**config.mk**
```make
export PLATFORM = sky130hd
export DESIGN_NAME = unary_mac_engine
export DESIGN_NICKNAME = d
export VERILOG_FILES = /design/src/rtl/unary_mac_pkg.sv /design/src/rtl/unary_mac_lane.sv /design/src/rtl/unary_mac_engine.sv
export SDC_FILE = /design/constraint.sdc
export NUM_CORES = 1
export LEC_CHECK = 0
export BUFFER_PORTS_ARGS = -buffer_cell sky130_fd_sc_hd__buf_2
export CORE_UTILIZATION = 56
export CTS_CLUSTER_SIZE = 14
export DETAILED_ROUTE_END_ITERATION = 10
export GPL_ROUTABILITY_DRIVEN = 1
export PLACE_DENSITY = 0.75
export SETUP_SLACK_MARGIN = 0.05
export SYNTH_ARGS = -nofsm -noshare
export SYNTH_HDL_FRONTEND = slang
export SYNTH_SLANG_ARGS = --single-unit
export TNS_END_PERCENT = 5
```
**constraint.sdc**
```tcl
create_clock -name clk -period 10.05 [get_ports clk]
set_clock_uncertainty 0.2 [all_clocks]
set_input_delay 0.5025 -clock clk [delete_from_list [all_inputs] [get_ports clk]]
set_output_delay 0.5025 -clock clk [all_outputs]
set_load 0.05 [all_outputs]
```
**src/rtl/unary_mac_pkg.sv**
```systemverilog
// Shared types and sign-magnitude helpers for the temporal-unary MAC engine.
// The helpers work on values extended to MAX_SIZE bits, so a lane of any SIZE up to MAX_SIZE-1 can use them.
package unary_mac_pkg;

  localparam int MAX_SIZE = 32;

  typedef enum logic [1:0] {
    IDLE = 2'd0,
    RUN  = 2'd1,
    DONE = 2'd2
  } state_t;

  // The caller sign-extends the value in signed mode and zero-extends it otherwise.
  // The magnitude of -2^(SIZE-1) therefore comes out as 2^(SIZE-1).
  function automatic logic [MAX_SIZE:0] mag(input logic [MAX_SIZE-1:0] value,
                                            input logic signed_mode);
    logic [MAX_SIZE:0] ext;
    ext = {signed_mode & value[MAX_SIZE-1], value};
    return (signed_mode && ext[MAX_SIZE]) ? -ext : ext;
  endfunction

  function automatic logic neg(input logic [MAX_SIZE-1:0] a,
                               input logic [MAX_SIZE-1:0] b,
                               input logic signed_mode);
    return signed_mode && (($signed(a) < 0) != ($signed(b) < 0));
  endfunction

endpackage

```
**src/rtl/unary_mac_lane.sv**
```systemverilog
// One a_j*b_j lane. Each cycle the lane adds +/-|b_j| while the counter is below |a_j|.
module unary_mac_lane
  import unary_mac_pkg::*;
#(
  parameter int SIZE  = 8,
  parameter int ACC_W = 2*SIZE+8
) (
  input  logic [SIZE-1:0]  a,
  input  logic [SIZE-1:0]  b,
  input  logic             signed_mode,
  input  logic [SIZE:0]    counter,
  output logic [ACC_W-1:0] contrib,
  output logic [SIZE:0]    mag_a
);

  logic [MAX_SIZE-1:0] a_ext;
  logic [MAX_SIZE-1:0] b_ext;
  logic [MAX_SIZE:0]   mag_a_full;
  logic [MAX_SIZE:0]   mag_b_full;
  logic [ACC_W-1:0]    term;

  always_comb begin
    a_ext      = {{(MAX_SIZE-SIZE){signed_mode & a[SIZE-1]}}, a};
    b_ext      = {{(MAX_SIZE-SIZE){signed_mode & b[SIZE-1]}}, b};
    mag_a_full = mag(a_ext, signed_mode);
    mag_b_full = mag(b_ext, signed_mode);
    mag_a      = (SIZE+1)'(mag_a_full);
    term       = ACC_W'(mag_b_full);
    contrib    = '0;
    if (counter < mag_a)
      contrib = neg(a_ext, b_ext, signed_mode) ? -term : term;
  end

endmodule

```
**src/rtl/unary_mac_engine.sv**
```systemverilog
// Multi-lane temporal-unary dot-product engine with valid/ready handshakes on both sides.
// state | meaning: IDLE = waiting for operands, RUN = unary expansion of a, DONE = result held.
module unary_mac_engine
  import unary_mac_pkg::*;
#(
  parameter int SIZE  = 8,
  parameter int LANES = 4,
  parameter int ACC_W = 2*SIZE+8
) (
  input  logic                  clk,
  input  logic                  reset_n,
  input  logic                  in_valid,
  output logic                  in_ready,
  input  logic [LANES*SIZE-1:0] a,
  input  logic [LANES*SIZE-1:0] b,
  input  logic                  signed_mode,
  input  logic                  accumulate,
  output logic                  out_valid,
  input  logic                  out_ready,
  output logic [ACC_W-1:0]      out,
  output logic                  busy
);

  state_t                      state;
  logic [LANES*SIZE-1:0]       a_q;
  logic [LANES*SIZE-1:0]       b_q;
  logic                        mode_q;
  logic [SIZE:0]               counter;
  logic [SIZE:0]               max_a;
  logic [SIZE:0]               run_len;
  logic [ACC_W-1:0]            acc;
  logic [ACC_W-1:0]            lane_sum;
  logic [LANES-1:0][ACC_W-1:0] contrib;
  logic [LANES-1:0][SIZE:0]    mag_a;

  for (genvar j = 0; j < LANES; j++) begin : g_lane
    unary_mac_lane #(.SIZE(SIZE), .ACC_W(ACC_W)) u_lane (
      .a           (a_q[j*SIZE +: SIZE]),
      .b           (b_q[j*SIZE +: SIZE]),
      .signed_mode (mode_q),
      .counter     (counter),
      .contrib     (contrib[j]),
      .mag_a       (mag_a[j])
    );
  end

  always_comb begin
    max_a    = '0;
    lane_sum = '0;
    for (int j = 0; j < LANES; j++) begin
      if (mag_a[j] > max_a)
        max_a = mag_a[j];
      lane_sum = lane_sum + contrib[j];
    end
    run_len = (max_a == '0) ? (SIZE+1)'(1) : max_a;
  end

  // When the counter reaches run_len, every lane is idle and the accumulator already holds the final sum.
  always_ff @(posedge clk or negedge reset_n) begin
    if (!reset_n) begin
      state     <= IDLE;
      a_q       <= '0;
      b_q       <= '0;
      mode_q    <= 1'b0;
      counter   <= '0;
      acc       <= '0;
      out       <= '0;
      in_ready  <= 1'b1;
      out_valid <= 1'b0;
      busy      <= 1'b0;
    end else begin
      case (state)
        IDLE: begin
          if (in_valid) begin
            a_q      <= a;
            b_q      <= b;
            mode_q   <= signed_mode;
            counter  <= '0;
            acc      <= accumulate ? acc : '0;
            state    <= RUN;
            in_ready <= 1'b0;
            busy     <= 1'b1;
          end
        end
        RUN: begin
          if (counter == run_len) begin
            out       <= acc;
            out_valid <= 1'b1;
            state     <= DONE;
          end else begin
            acc     <= acc + lane_sum;
            counter <= counter + 1'b1;
          end
        end
        DONE: begin
          if (out_ready) begin
            out_valid <= 1'b0;
            in_ready  <= 1'b1;
            busy      <= 1'b0;
            state     <= IDLE;
          end
        end
        default: state <= IDLE;
      endcase
    end
  end

endmodule

```
==> qor.csv, run 1 <==
stage;metric;value;unit
clocking;CTS clk-pin slew, worst paths;0.06;ns
setup_path;crit path max fanout;16;
placement;Routability Congestion;0.953;
finish;Sequential Area;0.00318;sq mm
setup_path;CP Data Arrival Time;9.36;ns
finish;fillcell total;1755;
synthesis;Mapped Cells;1267;
synthesis;leading post-synthesis cells by cell area;dfrtp_1 26%, fa_1 11%, ha_1 9.3%;
floorplanning;die area;0.0226;sq mm
synthesis;Syn Std Cell Area;0.0123;sq mm
synthesis;Yosys warning total;0;
finish;final cell count without fillers;1614;
synthesis;post-synthesis cell type count;86;
placement;port buffer count;96;
clocking;Root Driver;clkbuf_16;
setup_path;crit path kind;reg -> reg;
synthesis;syn_area_per_cell;9.73;sq um
sta;Slew HR;23.4;%
finish;most frequent cells in the layout;126 x dfrtp_1, 102 x nor2_1, 96 x mux2_2, 95 x buf_2, 92 x ha_1;
sta;min Tclk post-route;9.21;ns
synthesis;Post-synth EDFFs;0;
finish;share of cells above drive strength 1;19.9;%
setup_path;Setup crit start kind;register;
floorplanning;row cnt;53;
finish;commonest non-fill, non-tap cell in the layout;dfrtp_1;
placement;DP Cell Count;1583;
clocking;Resized Gates After CTS;0;
synthesis;Main synth FF type;dfrtp_1;
flow_run;Max-Cap Viols;0;
sta;final setup violation count;0;
global_route;vias in the first global route;9445;
clocking;H-Tree Depth;4;
sta;RSZ-0062 raised after global routing;no;
clocking;Hold-fix buffers, CTS;1;
floorplanning;core area;0.0213;sq mm
synthesis;register bit total from synthesis;127;
finish;# diodes;0;
global_route;gr usage total;28.8;%
setup_path;slowest stage delay, CP;0.84;ns
routing;DR DRC count;0;
sta;Least-Margin Pin Slew;1.14;ns
sta;final hold viol count;0;
hold_path;hold crit path type;in -> reg;
clocking;Num CTS Buffers;17;
global_route;first-pass GRT wire length;50200;microns
setup_path;Worst EP required;10.20;ns
routing;vias post-DR;9858;
sta;f_max;109;MHz
clocking;CTS tree;yes;
setup_path;Slowest-stage cell, CP;a211oi_2;
placement;dpl hpwl;23300;microns
setup_path;crit path buf inv count;3;
setup_path;Worst path most repeated cell;ha_1;
routing;total wire length;30900;microns
clocking;number of post-CTS setup repair buffers;0;
sta;Slew Limit Fails;0;
floorplanning;starting density of the core;57.9;%
setup_path;Setup crit end kind;register;
run_status;run status;complete, no violations;
floorplanning;Die Height;150;microns
clocking;CTS max path bufs;2;
global_route;initial antenna violation count;0;
routing;Via-to-Cell Ratio;6.11;
setup_path;crit-path leading delay family;compound AO/OA/AOI/OAI gates;
sta;total negative setup slack;0;ns
clocking;CTS sink count;127;
sta;fin crit share;91.7;%
finish;area of the multi-input gates;0.00862;sq mm
routing;DR WL/cell;19.1;microns
global_route;largest net degree at the start of global routing;77;
synthesis;post-synthesis async set-or-reset flop share;100;%
synthesis;area leader, netlist;dfrtp_1;
routing;initial DRC count;757;
finish;Layout area overhead;9.56;%
synthesis;post-synth top area share;25.6;%
clocking;worst skew pair latency;0.43;ns
floorplanning;Ports;97;
routing;post-route ant nets;0;
global_route;GR Overflow Total;0;
floorplanning;DIE WIDTH;150;microns
synthesis;post-synthesis sequential area ratio;25.8;%
finish;# nets final;1558;
routing;TritonRoute pass-1 iters;5;
## final timing paths
path	cells after the start	start	to	slack, ns
worst max-delay path	30	a_q[0]	acc[21]	0.84
worst min-delay path	2	a[10]	a_q[10]	0.10
worst max register to register	30	a_q[0]	acc[21]	0.84
worst min register to register	1	out[3]	out[3]	0.30
max in group asynchronous	3	reset_n	b_q[26]	7.99
min in group asynchronous	2	reset_n	busy	0.48
## final cells by class
cell class | instances | share of cell area [%]
Multi-Input combinational cell | 1015 | 63.8
Timing Repair Buffer | 104 | 4.07
Clock inverter | 8 | 1.04
Tap cell | 275 | 2.55
Sequential cell | 127 | 23.5
Clock buffer | 22 | 3.29
Inverter | 63 | 1.75
## synthesized netlist by cell type, types with 30 or more instances
cell type  instances
dfrtp_1          126
a211oi_1          39
nor3_1            30
nor2_1           102
a21oi_1           67
ha_1              92
nand2_1           66
xnor2_1           60
fa_1              68
o21ai_0           35
clkbuf_1          45
xor2_1            52
inv_1             63
mux2_2            96
## stage by stage
step                      util [%]  setup WS [ns]  hold slack, ns  area, sq um
final                         63.5          0.837           0.101        13500
after global routing          63.5          0.203          0.0939        13500
after CTS                     63.5          0.969          0.0976        13500
after detailed placement      60.7           1.04           0.288        12900
after global placement        60.7           1.26           0.282        12900
after floorplan                  -           2.34         0.00691        12400
## sequential cells by signal, indices dropped and copies added (netlist names)
signal     flops
state          2
b_q           32
busy           1
acc           24
out           24
in_ready       1
counter        9
mode_q         1
out_valid      1
a_q           32
## routing by layer
metal	track usage (%)	routed length, microns
met1	42.3	14400
met2	42.3	13400
met3	4.09	2100
met4	11.5	937
met5	0	0
## kinds of logic after synthesis
logic type                 Yosys count  share of synthesized area, %
and+or+nand+nor                    335                          13.6
xor gates and xnor gates           116                          8.53
DFF                                127                          25.8
muxes                              126                          11.4
AOI/OAI and AO/OA                  268                          15.6
buffers and inverters              133                          4.61
other                                2                        0.0609
adders and majority gates          160                          20.4
Power of run 1 is not shown: default switching activity piles up to over one toggle a cycle in this logic, so the estimate is an artifact.
==> run 2: changes to the inputs <==
==> constraint.sdc (replaced) <==
create_clock -name clk -period 10.35 [get_ports clk]
set_clock_uncertainty 0.2 [all_clocks]
set_input_delay 0.5175 -clock clk [delete_from_list [all_inputs] [get_ports clk]]
set_output_delay 0.5175 -clock clk [all_outputs]
set_load 0.05 [all_outputs]
==> run 2 against run 1 <==
Sequential cell count unchanged. Die area unchanged. Wire length increased by 0.22%. Utilization increased by 0.12 points. Critical endpoint is now acc[7]. Highest routed layer unchanged.
==> qor.csv, run 2 (synthesis gave the netlist of run 1 again) <==
stage;metric;value;unit;change
placement;port buffer count;96;;unchanged
sta;min Tclk post-route;9.33;ns;+0.114 ns
sta;final hold viol count;0;;unchanged
setup_path;Reg-to-Reg End;acc[7];;
floorplanning;DIE WIDTH;150;microns;unchanged
setup_path;crit path buf inv count;2;;-1
sta;Slew HR;22.9;%;-0.46 points
setup_path;worst reg2reg path depth;29;;-3.3%
floorplanning;core area;0.0213;sq mm;unchanged
sta;fin crit share;90.1;%;-1.6 points
setup_path;Worst setup startpoint;a_q[0];;
global_route;largest net degree at the start of global routing;77;;unchanged
setup_path;crit path max fanout;16;;unchanged
floorplanning;starting density of the core;57.9;%;unchanged
finish;# nets final;1558;;unchanged
finish;final cell count without fillers;1613;;-0.062%
global_route;gr usage total;28.6;%;-0.17 points
clocking;Root Driver;clkbuf_16;;
finish;Largest regs;a_q: 32 flops, b_q: 32 flops;;
clocking;CTS max path bufs;2;;unchanged
global_route;initial antenna violation count;0;;unchanged
clocking;Num CTS Buffers;17;;unchanged
finish;Util after Layout;63.6;%;+0.12 points
finish;commonest non-fill, non-tap cell in the layout;dfrtp_1;;
setup_path;crit path kind;reg -> reg;;
finish;most frequent cells in the layout;126 x dfrtp_1, 102 x nor2_1, 96 x mux2_2, 95 x buf_2, 92 x ha_1;;
global_route;first-pass GRT wire length;49900;microns;-0.51%
routing;vias post-DR;9935;;+0.78%
floorplanning;row cnt;53;;unchanged
global_route;GR Overflow Total;0;;unchanged
floorplanning;Die Height;150;microns;unchanged
clocking;number of post-CTS setup repair buffers;0;;unchanged
setup_path;Critical path destination;acc[7];;
setup_path;CP Data Arrival Time;9.43;ns;+0.07 ns
routing;total wire length;31000;microns;+0.22%
finish;# diodes;0;;unchanged
placement;Routability Congestion;0.956;;+0.23%
setup_path;Worst EP required;10.46;ns;+0.26 ns
sta;final setup violation count;0;;unchanged
sta;Least-Margin Pin Slew;1.15;ns;+0.0109 ns
floorplanning;die area;0.0226;sq mm;unchanged
setup_path;stages on the worst setup path;29;;-3.3%
routing;DR WL/cell;19.2;microns;+0.28%
placement;dpl hpwl;23500;microns;+0.78%
setup_path;Setup crit end kind;register;;
placement;DP Cell Count;1583;;unchanged
finish;Sequential Area;0.00318;sq mm;unchanged
finish;area of the multi-input gates;0.00862;sq mm;unchanged
clocking;CTS clk-pin slew, worst paths;0.06;ns;about the same
sta;RSZ-0062 raised after global routing;no;;
routing;TritonRoute pass-1 iters;5;;unchanged
sta;f_max;107;MHz;-1.2%
finish;share of cells above drive strength 1;20.1;%;+0.16 points
flow_run;Max-Cap Viols;0;;unchanged
finish;Layout area overhead;9.76;%;
global_route;vias in the first global route;9492;;+0.50%
sta;total negative setup slack;0;ns;unchanged
routing;DR DRC count;0;;unchanged
hold_path;hold crit path type;in -> reg;;
routing;initial DRC count;834;;+10%
setup_path;r2r setup slk;1.02;ns;+0.19 ns
routing;post-route ant nets;0;;unchanged
setup_path;slowest stage delay, CP;0.85;ns;about the same
run_status;run status;complete, no violations;;
clocking;H-Tree Depth;4;;unchanged
sta;Slew Limit Fails;0;;unchanged
setup_path;Setup crit start kind;register;;
setup_path;crit-path leading delay family;compound AO/OA/AOI/OAI gates;;
routing;Via-to-Cell Ratio;6.16;;+0.84%
floorplanning;Ports;97;;unchanged
setup_path;Slowest-stage cell, CP;a211oi_2;;
clocking;worst skew pair latency;0.42;ns;about the same
finish;fillcell total;1708;;-2.7%
setup_path;Worst path most repeated cell;ha_1;;
setup_path;worst r2r src;a_q[0];;
clocking;CTS sink count;127;;unchanged
clocking;CTS tree;yes;;
==> run 2: cell count changes in the layout (fill, tap and decap cells not counted), sizes merged <==
cell	previous run	this run
clkinv	4	3
==> run 2: final cells by class <==
class	instances	area share [%]
Sequential cell	127	23.5
Inverter	63	1.75
Tap cell	275	2.54
Clock inverter	7	0.998
Clock buffer	22	3.50
Timing Repair Buffer	104	4.06
Multi-Input combinational cell	1015	63.7
==> run 2: how the worst min path moves through the flow <==
stage	start	to	slack (ns)	cells after the start
finish	b[23]	b_q[23]	0.12	2
global route	a[17]	a_q[17]	0.12	2
CTS	b[23]	b_q[23]	0.11	2
detailed placement	out[6]	out[6]	0.29	1
global placement	busy	busy	0.28	2
floorplan	reset_n	a_q[0]	0.02	0
==> run 2: per-layer routing <==
metal	up-vias	global-route usage [%]	wire, microns
met3	39	5.30	2240
met4	0	8.54	595
met5	-	0	0
met2	391	42.9	13700
met1	4820	41.7	14400
li1	4685	-	-
==> run 2: worst reg2reg max path, delay by kind of cell, from the launching register on <==
kind            cells  cell delay (ns)
buf+inv             2             0.20
flops               1             0.50
mux                 3             1.20
xor+xnor            1             0.18
compound gates     12             4.58
fa+ha+maj           4             1.11
simple gates        7             1.22
==> run 2: stage by stage <==
stage / setup slack, ns / hold WS (ns) / cell area (sq um)
2_1_floorplan: 2.64 / 0.0219 / 12400
3_3_place_gp: 1.47 / 0.282 / 12900
3_5_place_dp: 1.23 / 0.287 / 12900
4_1_cts: 1.20 / 0.113 / 13500
5_1_grt: 0.403 / 0.122 / 13500
6_report: 1.02 / 0.118 / 13500
==> run 2: timing repair <==
action | 4_1_cts | 5_1_grt
hold endpoints to repair | 71 | 0
hold buffers | 1 | 0
gates resized for setup | 0 | 0
Power of run 2 is left out for the same reason.
